--- config.mk ---
export PLATFORM = sky130hd
export DESIGN_NAME = if_id_pipe_stage
export DESIGN_NICKNAME = d
export VERILOG_FILES = /design/src/rtl/riscv_pipe_pkg.sv /design/src/rtl/pipe_skid_entry.sv /design/src/rtl/if_id_pipe_stage.sv
export SDC_FILE = /design/constraint.sdc
export NUM_CORES = 1
export LEC_CHECK = 0
export CORE_MARGIN = 3
export CORE_UTILIZATION = 45
export CTS_CLUSTER_SIZE = 20
export DETAILED_ROUTE_END_ITERATION = 8
export PLACE_DENSITY = 0.73
export SYNTH_ARGS = -nofsm -noshare
export SYNTH_HDL_FRONTEND = slang
export SYNTH_HIERARCHICAL = 1
export SYNTH_SLANG_ARGS = --single-unit
--- constraint.sdc ---
create_clock -name clk -period 2.5 [get_ports clk]
set_input_delay 0.5 -clock clk [delete_from_list [all_inputs] [get_ports clk]]
set_output_delay 0.5 -clock clk [all_outputs]
set_load 0.005 [all_outputs]
--- src/rtl/riscv_pipe_pkg.sv ---
// Shared types for the RV32I front-end pipeline registers.
package riscv_pipe_pkg;
  typedef enum logic [1:0] {EMPTY, BUSY, FULL} pipe_state_e;

  localparam int          PC_W_DEF      = 32;
  localparam int          INSTR_W_DEF   = 32;
  localparam logic [31:0] NOP_INSTR_DEF = 32'h0000_0013;

  typedef struct packed {
    logic [PC_W_DEF-1:0]    pc;
    logic [INSTR_W_DEF-1:0] instr;
  } if_id_t;
endpackage

--- src/rtl/pipe_skid_entry.sv ---
// One payload register plus valid bit; kill beats load, load beats drop.
module pipe_skid_entry #(
  parameter int W = 64
) (
  input  logic         clk,
  input  logic         rst_ni,
  input  logic         kill_i,
  input  logic         load_i,
  input  logic         drop_i,
  input  logic [W-1:0] d_i,
  output logic [W-1:0] q_o,
  output logic         vld_o
);
  logic [W-1:0] data_q;
  logic         vld_q;

  // Data is left untouched on kill/drop so the PC keeps its last value.
  always_ff @(posedge clk or negedge rst_ni) begin
    if (!rst_ni) begin
      data_q <= '0;
      vld_q  <= 1'b0;
    end else if (kill_i) begin
      vld_q  <= 1'b0;
    end else if (load_i) begin
      data_q <= d_i;
      vld_q  <= 1'b1;
    end else if (drop_i) begin
      vld_q  <= 1'b0;
    end
  end

  assign q_o   = data_q;
  assign vld_o = vld_q;
endmodule

--- src/rtl/if_id_pipe_stage.sv ---
// IF/ID stage: PC+instruction hand-off with stall, flush and optional skid entry.
module if_id_pipe_stage
  import riscv_pipe_pkg::*;
#(
  parameter int                 PC_W      = 32,
  parameter int                 INSTR_W   = 32,
  parameter bit                 SKID_EN   = 1'b1,
  parameter logic [INSTR_W-1:0] NOP_INSTR = INSTR_W'(NOP_INSTR_DEF)
) (
  input  logic               clk,
  input  logic               rst,
  input  logic               flush,
  input  logic               in_valid,
  output logic               in_ready,
  input  logic [PC_W-1:0]    in_pc,
  input  logic [INSTR_W-1:0] in_instr,
  output logic               out_valid,
  input  logic               out_ready,
  output logic [PC_W-1:0]    out_pc,
  output logic [INSTR_W-1:0] out_instr
);
  localparam int W = PC_W + INSTR_W;

  typedef struct packed {
    logic [PC_W-1:0]    pc;
    logic [INSTR_W-1:0] instr;
  } payload_t;

  pipe_state_e state_q, state_d;
  payload_t    in_pl, main_d, main_q, skid_q;
  logic        main_vld, skid_vld, in_ready_q;
  logic        acc, con, main_ld;

  assign in_pl = '{pc: in_pc, instr: in_instr};
  assign acc   = in_valid && in_ready;
  assign con   = out_valid && out_ready;

  // Skid entry only ever holds data in FULL, so its valid bit selects the source.
  assign main_d  = skid_vld ? skid_q : in_pl;
  assign main_ld = (acc && (!main_vld || con)) || (skid_vld && con);

  always_comb begin
    state_d = state_q;
    if (flush) begin
      state_d = EMPTY;
    end else begin
      case (state_q)
        EMPTY:   if (acc) state_d = BUSY;
        BUSY: begin
          if (acc && !con)      state_d = FULL;
          else if (!acc && con) state_d = EMPTY;
        end
        FULL:    if (con) state_d = BUSY;
        default: state_d = EMPTY;
      endcase
    end
  end

  always_ff @(posedge clk or negedge rst) begin
    if (!rst) begin
      state_q    <= EMPTY;
      in_ready_q <= 1'b1;
    end else begin
      state_q    <= state_d;
      in_ready_q <= (state_d != FULL);
    end
  end

  pipe_skid_entry #(.W(W)) u_main (
    .clk    (clk),
    .rst_ni (rst),
    .kill_i (flush),
    .load_i (main_ld),
    .drop_i (con),
    .d_i    (main_d),
    .q_o    (main_q),
    .vld_o  (main_vld)
  );

  if (SKID_EN) begin : g_skid
    pipe_skid_entry #(.W(W)) u_skid (
      .clk    (clk),
      .rst_ni (rst),
      .kill_i (flush),
      .load_i ((state_q == BUSY) && acc && !con),
      .drop_i ((state_q == FULL) && con),
      .d_i    (in_pl),
      .q_o    (skid_q),
      .vld_o  (skid_vld)
    );
  end else begin : g_noskid
    assign skid_q   = '0;
    assign skid_vld = 1'b0;
  end

  // Gating with rst keeps in_ready low through reset and high right after release.
  assign in_ready  = rst && (SKID_EN ? in_ready_q : (!out_valid || out_ready));
  assign out_valid = main_vld;
  assign out_pc    = main_q.pc;
  assign out_instr = main_vld ? main_q.instr : NOP_INSTR;
endmodule

==> Word level (Yosys, flattened, before mapping) <==
Cells that the tools add are included.
{ "totals": {"reg_bits": 133, "in_bits": 69, "out_inout_bits": 66, "elab_cells": 44} }
{ "op_classes": {"n_eq_ne": 3, "muxes": 14, "bitwise": 1, "n_reduce_logical": 20} }
{ "ops": {"columns": ["op", "count"], "rows": [
  ["$mux W64", 1],
  ["$mux W32", 1],
  ["$logic_and A1 B1 Y1", 10],
  ["$mux W2", 5],
  ["$mux W1", 6],
  ["$pmux W2 S3", 1],
  ["$reduce_bool A3 Y1", 2],
  ["$reduce_and A2 Y1", 2],
  ["$logic_not A1 Y1", 3],
  ["$eq A2 B1 Y1 const B", 1],
  ["$eq A2 B2 Y1 const B", 1],
  ["$logic_not A2 Y1", 1],
  ["$logic_or A1 B1 Y1", 2],
  ["$ne A2 B2 Y1 const B", 1],
  ["$not A1 Y1", 1]
]} }

==> Longest topological paths before layout <==
Gate-level depths: netlist of run 1.
{ "depth": {"word_depth": 9, "ltp_mapped": 8} }

==> Hierarchy <==
The synthesis of run 1 kept the hierarchy.
{ "by_module_without_submodules": {"columns": ["module", "n_inst", "cells_per_inst", "area_per_inst_um2", "seq_area_each_um2"], "rows": [
  ["pipe_skid_entry", 2, 140, 2741.4, 1626.6],
  ["if_id_pipe_stage", 1, 126, 1381.3, 76.3]
]} }

==> Worst setup path before layout of run 1 <==
No wires, ideal clock.
{ "synth_path": {"path_type": "in2reg", "start": "input port in_valid", "end": "register g_skid.u_skid.data_q[0], in the netlist g_skid.u_skid/q_o[0]", "setup_ns": 0.125, "t_arrival_ns": 1.665, "required_time_ns": 2.375, "path_slack_ns": 0.710, "stages": 7, "cell_sequence": "and3_4 nand3b_1 nor2_1 nor2b_4 buf_12 buf_12 mux2_4"} }
{ "synth_via": {"elab_chain_len": 4} }
{ "synth_rtl": {"columns": ["element", "line", "rtl"], "rows": [
  ["from (decl)", "if_id_pipe_stage.sv:13", "input logic in_valid,"],
  ["$logic_and A1 B1 Y1", "if_id_pipe_stage.sv:35", "assign acc = in_valid && in_ready;"],
  ["$logic_and A1 B1 Y1 (2 in series)", "if_id_pipe_stage.sv:85", ".load_i ((state_q == BUSY) && acc && !con),"],
  ["$reduce_and A2 Y1 (no line)", null, null],
  ["to (signal assigned)", "pipe_skid_entry.sv:25", "data_q <= d_i;"],
  ["to (decl)", "pipe_skid_entry.sv:14", "logic [W-1:0] data_q;"]
]} }
No other way between the ends.
A chain may end at the register's enable or synchronous reset.

==> Worst setup path after layout of run 1 <==
{ "layout_path": {"start": "register u_main.vld_q, in the netlist u_main/vld_o", "end": "output port out_instr[14]"} }
{ "layout_via": {"elab_chain_len": 1} }
{ "layout_rtl": {"columns": ["element", "line", "rtl"], "rows": [
  ["from (decl)", "pipe_skid_entry.sv:15", "logic vld_q;"],
  ["from (signal assigned)", "pipe_skid_entry.sv:21", "vld_q <= 1'b0;"],
  ["from (signal assigned)", "pipe_skid_entry.sv:23", "vld_q <= 1'b0;"],
  ["from (signal assigned)", "pipe_skid_entry.sv:26", "vld_q <= 1'b1;"],
  ["$mux W32", "if_id_pipe_stage.sv:100", "assign out_instr = main_vld ? main_q.instr : NOP_INSTR;"],
  ["to (decl)", "if_id_pipe_stage.sv:20", "output logic [INSTR_W-1:0] out_instr"]
]} }
No other way between the ends.

==> summary by stage, run 1 <==
Worst setup path
The largest driver fanout on the critical path is 16. The worst register-to-register path ends at u_main/q_o[60]. The arrival time reported for the critical path endpoint is roughly 1.8 ns. The required time of the critical path is 2.00 ns.

The worst reg-to-reg setup slack is around 0.47 ns. The beginning of the worst register-to-register path is u_main/vld_o. STA classifies the critical path startpoint as a register.

For the worst flop-to-flop path, the logic depth is 6. The type of the worst setup path is reg2out. The worst setup path is captured at an output pin.

Placed design
Once detailed placement completed, the half-perimeter wirelength came to 8939 µm. After detailed placement, the total cell area comes to approximately 8300 µm². In this run the tool buffered the top-level ports with between 100 and 150 buffer cells. The post-placement setup slack is between 0.03 and 0.04 ns. The routability congestion estimate from global placement is about 0.73.

STA
The sum of negative setup slack is 0 ns. Setup repair after global routing left no endpoint under its margin. The worst path uses around 93% of the clock period.

For the pin with the worst max-slew slack, the measured transition is approximately 1 ns. In this run the tightest slew margin relative to its limit is about a third. The max-slew violation count is 0.

The final count of hold timing violations was 0. Across all setup checks in the final design, the least slack found is roughly 0.18 ns. On the final layout, the worst clock skew is about 0.0053 ns. The maximum clock rate is approximately 430 MHz. The routed design could run at a clock period as short as approximately 2.3 ns. The final number of setup-violating endpoints is 0.

Floorplanning
The number of I/O pins is 135. In this run the core area contains 44 standard-cell rows. The area of the die is 16770 µm². The die outline width is around 130 µm.

The die is 129.5 µm tall. The area of the core is roughly 15000 µm². For this configuration, the core starts out at a cell density of about 47%.

Final layout
For this run, the share of the core covered by cells in the final layout is between 60% and 70%. Relative to the synthesized area, the layout overhead comes to 29.73%. The antenna cell count is 0. The final layout contains 620 nets. The post-route netlist has 43.79% of its cells at a drive strength greater than 1. The finished cells cover 8905 µm². Fill cells in the final layout number between 1000 and 1500.

Status
The run finished with clean final reports.

Logic synthesis
The number of library cell types mapped by synthesis is 24. Sorting the synthesized cells by how often they occur yields 169 x sky130_fd_sc_hd__mux2_4, 132 x sky130_fd_sc_hd__dfrtp_1, 30 x sky130_fd_sc_hd__and2_1. By instance count, the leading cell after synthesis is sky130_fd_sc_hd__mux2_4. The dominant cell type by area after synthesis is sky130_fd_sc_hd__dfrtp_1. The synthesized netlist net count is around 480. Ranked by total cell area, the synthesized netlist is headed by sky130_fd_sc_hd__dfrtp_1 48%, sky130_fd_sc_hd__mux2_4 37%, sky130_fd_sc_hd__buf_12 4.1%.

In this run, synthesis produced a sequential element count of roughly 130. The total of warnings raised by yosys is 6. The share of flip-flops with an asynchronous set or reset is between 90% and 100%. After technology mapping, the gate count stands at roughly 410.

The most used flip-flop cell after synthesis is sky130_fd_sc_hd__dfrtp_1. The top cell type by area accounts for approximately half of the synthesized area. The sequential element share of the synthesized area is around 49%. In this run the mean area of a mapped cell was about 17 µm². Yosys mapped a number of flops with a built-in enable equal to 0. The cell area after technology mapping is roughly 7000 µm².

Global route
The via count of the first global-routing pass is approximately 4200. The global-route total usage across every layer is approximately 17%. Summed over all layers, the global routing overflow is 0. The initial antenna violation count is 0. The wire length of the first global-routing pass is about 22000 µm. The largest net degree at the start of global routing is a little under 80.

Clocking
The clock reaches the later pin of the worst-skew pair after ~0.41 ns. The library cell used as clock root buffer is sky130_fd_sc_hd__clkbuf_16. The number of buffers on the longest clock path is 2. For this design, the CTS-stage hold fixing added 0 buffers. Clock tree synthesis found a total of approximately 130 sinks.

The register clock-pin slew on the reported worst setup and hold paths is ~0.060 ns. TritonCTS built the clock tree. Post-CTS repair changed the size of 0 cells. The depth of the CTS H-tree is 4. In this run, CTS created clock tree buffers numbering 17. The buffers inserted during post-CTS setup optimization is 0.

Power and ir drop
The sequential power share is between 40% and 50%. The power share of the clock group is 34.9%. The power per cell area is just over 800 nW/µm².

For this design the total switching power over the nets is ~1.7 mW. The internal cell power is about 5.6 mW. Summed over all cells, the static leakage comes to 3.947 nW.

The worst voltage drop across the vdd grid is between 0.4 and 0.5 mV. Overall power consumption after layout is estimated at between 7 and 8 mW. The combinational power share is 23.0%. In this run switching power makes up between 20% and 30% of total power.

Route
The final route contains ~3700 vias. The first detailed-routing pass took 4 iterations. The per-cell routed wire length is approximately 18 µm. The total routed wirelength is approximately 14000 µm. Dividing the detail-routed via count by the number of cells gives 4.981. The violation count after the first detailed-routing iteration is approximately 140. The number of antenna-violating nets in the routed design is 0. The number of DRC violations after detailed routing is 0.

Job
The max capacitance violation total is 0.

Min path
In this run the worst hold path is classified as in2async.
[power by group through the flow]
stage | registers, mW | clock network, mW | logic [mW]
floorplan | 3.00 | 0 | 1.07
global placement | 3.06 | 0 | 1.64
detailed placement | 3.08 | 0 | 1.69
CTS | 3.07 | 2.60 | 1.70
global route | 3.14 | 2.70 | 1.79
finish | 3.07 | 2.54 | 1.68
[per-stage QoR]
stage                     std cells  hold slack [ns]
final                           748           0.2385
after global routing            748           0.2938
after CTS                       748           0.2559
after detailed placement        716           0.4868
after global placement          716           0.4765
after floorplan                 406           0.2044
[worst max-delay path: stages (launching register included)]
cell and delay [ns]:
sky130_fd_sc_hd__dfrtp_1 0.47, sky130_fd_sc_hd__buf_4 0.25, sky130_fd_sc_hd__and2_1 0.18, sky130_fd_sc_hd__clkdlybuf4s50_1 0.51
[logic make-up (layout without fill, tap and decap cells)]
logic type | count (synthesis) | after routing | share of synthesized area [%]
multiplexers | 192 | 192 | 40.74
flip-flops | 133 | 133 | 48.51
AND/OR/NAND/NOR | 44 | 44 | 4.265
buffers and inverters | 28 | 186 | 5.541
AO/OA/AOI/OAI | 8 | 8 | 0.8204
XOR/XNOR | 1 | 1 | 0.1276
[metal layers]
layer / wire, µm / GRT usage [%]
met1: 6466 / 23.96
met2: 6164 / 25.79
met3: 848 / 5.647
met4: 120 / 5.012
met5: 0 / 0
[worst max path at each step]
stage,start,to,cells past startpoint,slack (ns)
2_1_floorplan,in_valid,g_skid.u_skid/q_o[0],7,0.71
3_3_place_gp,in_valid,g_skid.u_skid/q_o[60],8,0.08
3_5_place_dp,in_valid,u_main/q_o[60],7,0.03
4_1_cts,u_main/vld_o,out_instr[14],3,0.13
5_1_grt,u_main/vld_o,out_instr[14],3,0.06
6_report,u_main/vld_o,out_instr[14],3,0.18
[area by class of cell]
class	count	area, µm²	area share [%]
clock inverter	12	152.6	1.714
multi-input combinational	245	3154	35.42
inverter	4	15.01	0.1686
timing repair buffer	150	1563	17.55
tap	184	230.2	2.585
clock buffer	20	456.7	5.129
sequential	133	3333	37.43
[sequential cells by signal, summed over array words and instances, names as in the netlist]
| register | count |
|---|---|
| g_skid.u_skid/q_o | 64 |
| u_main/q_o | 64 |
| state_q | 2 |
| g_skid.u_skid/vld_o | 1 |
| in_ready_q | 1 |
| u_main/vld_o | 1 |
[cells in the final DEF, fill, tap and decap left out, types with 3 or more instances in the layout]
| master | netlist | final |
|---|---|---|
| sky130_fd_sc_hd__buf_12 | 14 | 8 |
| sky130_fd_sc_hd__mux2_2 | 23 | 23 |
| sky130_fd_sc_hd__clkbuf_16 | 0 | 17 |
| sky130_fd_sc_hd__and2_1 | 30 | 30 |
| sky130_fd_sc_hd__bufinv_16 | 0 | 3 |
| sky130_fd_sc_hd__mux2_4 | 169 | 169 |
| sky130_fd_sc_hd__a21oi_1 | 4 | 4 |
| sky130_fd_sc_hd__clkdlybuf4s50_1 | 0 | 133 |
| sky130_fd_sc_hd__nand2b_1 | 4 | 4 |
| sky130_fd_sc_hd__inv_1 | 3 | 3 |
| sky130_fd_sc_hd__buf_4 | 0 | 8 |
| sky130_fd_sc_hd__dfrtp_1 | 132 | 131 |
| sky130_fd_sc_hd__clkinv_2 | 0 | 3 |
| sky130_fd_sc_hd__clkinvlp_4 | 0 | 4 |
No activity file was read; power rests on OpenSTA's default activity.
==> run 2, diff against run 1 <==
--- a/config.mk
+++ b/config.mk
@@ -10,6 +10,7 @@
 export CTS_CLUSTER_SIZE = 20
 export DETAILED_ROUTE_END_ITERATION = 8
 export PLACE_DENSITY = 0.73
+export RECOVER_POWER = 100
 export SYNTH_ARGS = -nofsm -noshare
 export SYNTH_HDL_FRONTEND = slang
 export SYNTH_HIERARCHICAL = 1
==> summary by stage, run 2 (same netlist as run 1, synthesis figures left out) <==
Status
The run finished with clean final reports.

STA
The max-slew violation count is 0. For the pin with the worst max-slew slack, the measured transition is between 1 and 1.5 ns. The final hold slack is roughly 0.34 ns.

Headroom to the max-slew limit came out at roughly 29%. The final count of hold timing violations came to 0. Setup violations remaining at the end of the flow were counted as 0. Setup repair after global routing left no endpoint under its margin. For this run, the top clock speed supported by timing is roughly 420 MHz.

The final worst-path cycle share is between 90% and 100%. The routed design could run at a clock period as short as 2.361 ns. The worst setup skew after layout is between 0.005 and 0.006 ns. In the final timing run, aggregate negative setup slack is 0 ns.

Floorplanning
For this configuration, the core starts out at a cell density of a little under half. The number of I/O pins is between 100 and 150. The area of the core is 14750 µm².

The area of the die is between 15000 and 20000 µm². The row count is 44. The vertical die dimension is roughly 130 µm.

In this run the horizontal extent of the chip is about 130 µm.

Power and ir drop
The switching fraction of total power is roughly a quarter. The power per cell area is about 810 nW/µm². The internal cell power is between 5 and 6 mW. The analysis attributes to cell leakage a power of between 3 and 4 nW. IR analysis of the VDD net gives a maximum drop of between 0.4 and 0.5 mV. Per report_power, the clock group accounts for a little under two fifths of the total. The combinational power share is roughly a fifth. The net load switching power is around 1.6 mW.

The share of total power dissipated in sequential elements is ~44%. The overall power of the completed layout is just under 7 mW.

Global route
Global routing used 17.19% of the available tracks. The first global-routing pass estimated 22430 µm of wire. The via count of the first global-routing pass is 4215.

The initial antenna violation count was 1. The largest net degree at the start of global routing is 78. Global routing finished with a remaining overflow of 0.

Clocking
TritonCTS built the clock tree. The number of clock sinks is about 130. The buffers inserted during post-CTS setup optimization is 0. The tree is rooted in a sky130_fd_sc_hd__clkbuf_16. For this design, the CTS-stage hold fixing added 0 buffers. The number of buffers created by CTS is 17. The depth of the CTS H-tree is 4. The clock passes through at most 2 buffers. The register clock-pin slew on the reported worst setup and hold paths is ~0.060 ns. The clock network latency to the later pin of the worst-skew pair is 0.41 ns. After clock tree synthesis, the repair step resized 0 gates.

Route
The total routed wirelength is roughly 13000 µm. The violation count after the first detailed-routing iteration is between 150 and 200. The number of detailed-routing iterations run before antenna repair is 4. The per-cell routed wire length is approximately 18 µm. The average vias per placed instance is roughly 5.0. In the routed design, unresolved DRC markers number 0.

Across all layers, the routed design uses between 3000 and 4000 vias. The number of antenna-violating nets in the routed design is 0.

Worst setup path
By startpoint and endpoint, the worst setup path is classified as reg2out. Of all nets on the critical path, the largest fanout is 8. For the worst setup path, the data arrival time is roughly 1.9 ns. The nature of the critical path startpoint is a register. At the worst endpoint, the required time is about 2 ns.

The type of element capturing the critical path is an output pin.

Final layout
Relative to the synthesized area, the layout overhead comes to 23.24%. The library cell used most frequently in the layout, excluding fill and tap cells, is sky130_fd_sc_hd__dfrtp_1. 0 antenna diodes ended up in the layout. The fraction of final layout cells sized beyond drive strength 1 is a little over a quarter. The library cells used most frequently in the layout, excluding fill and tap cells, are 131 x sky130_fd_sc_hd__dfrtp_1, 90 x sky130_fd_sc_hd__mux2_1, 85 x sky130_fd_sc_hd__clkdlybuf4s50_1. The final layout contains slightly above 600 nets.

Placed design
The congestion estimate from routability-driven global placement came to between 0.7 and 0.8. After legalization and detailed placement, the total HPWL measured roughly 8900 µm. The count of buffers added on input and output ports is 134.

Job
Across the run, the number of max-cap violations was 0.

Min path
The tightest min-delay check is of the in2async type.
[run 2: power by group through the flow]
stage | logic, mW | registers [mW] | clock network (mW)
after global placement | 1.64 | 3.06 | 0
after CTS | 1.70 | 3.07 | 2.60
final | 1.29 | 3.03 | 2.54
after global routing | 1.40 | 3.11 | 2.70
after floorplan | 1.07 | 3.00 | 0
after detailed placement | 1.69 | 3.08 | 0
[run 2: final timing paths]
path	start	endpoint	slack, ns	cells after the start
worst max-delay path	u_main/vld_o	out_instr[10]	0.14	3
worst min-delay path	rst	g_skid.u_skid/q_o[16]	0.34	2
worst max register to register	in_ready_q	g_skid.u_skid/q_o[52]	0.18	7
worst min register to register	u_main/q_o[6]	u_main/q_o[6]	0.48	1
max in group asynchronous	rst	u_main/q_o[48]	0.56	3
min in group clk	u_main/q_o[6]	u_main/q_o[6]	0.48	1
[run 2: critical path, stage by stage (launching register included)]
cell,delay (ns)
sky130_fd_sc_hd__dfrtp_1,0.47
sky130_fd_sc_hd__clkbuf_2,0.25
sky130_fd_sc_hd__and2_0,0.20
sky130_fd_sc_hd__clkdlybuf4s50_1,0.52
[run 2: metrics by stage]
stage,utilization (%),cell area (µm²),setup slack (ns),instances
floorplan,-,6864,0.7102,406
CTS,60.35,8905,0.1277,748
finish,57.34,8459,0.1394,748
global placement,56.22,8295,0.08236,716
detailed placement,56.22,8295,0.03379,716
global route,57.34,8459,0.03191,748
[run 2: layer usage]
| layer | up-vias | track usage, % | wire [µm] |
|---|---|---|---|
| li1 | 1730 | - | - |
| met5 | - | 0 | 8 |
| met2 | 109 | 25.79 | 6104 |
| met4 | 2 | 5.012 | 108 |
| met3 | 11 | 5.647 | 807 |
| met1 | 1878 | 23.96 | 6431 |
[run 2: area by class of cell]
type	count	area [µm²]
inverter	4	15.01
timing repair buffer	150	1475
multi-input combinational	245	2796
tap	184	230.2
fill	1205	6295
clock inverter	12	152.6
clock buffer	20	456.7
sequential	133	3333
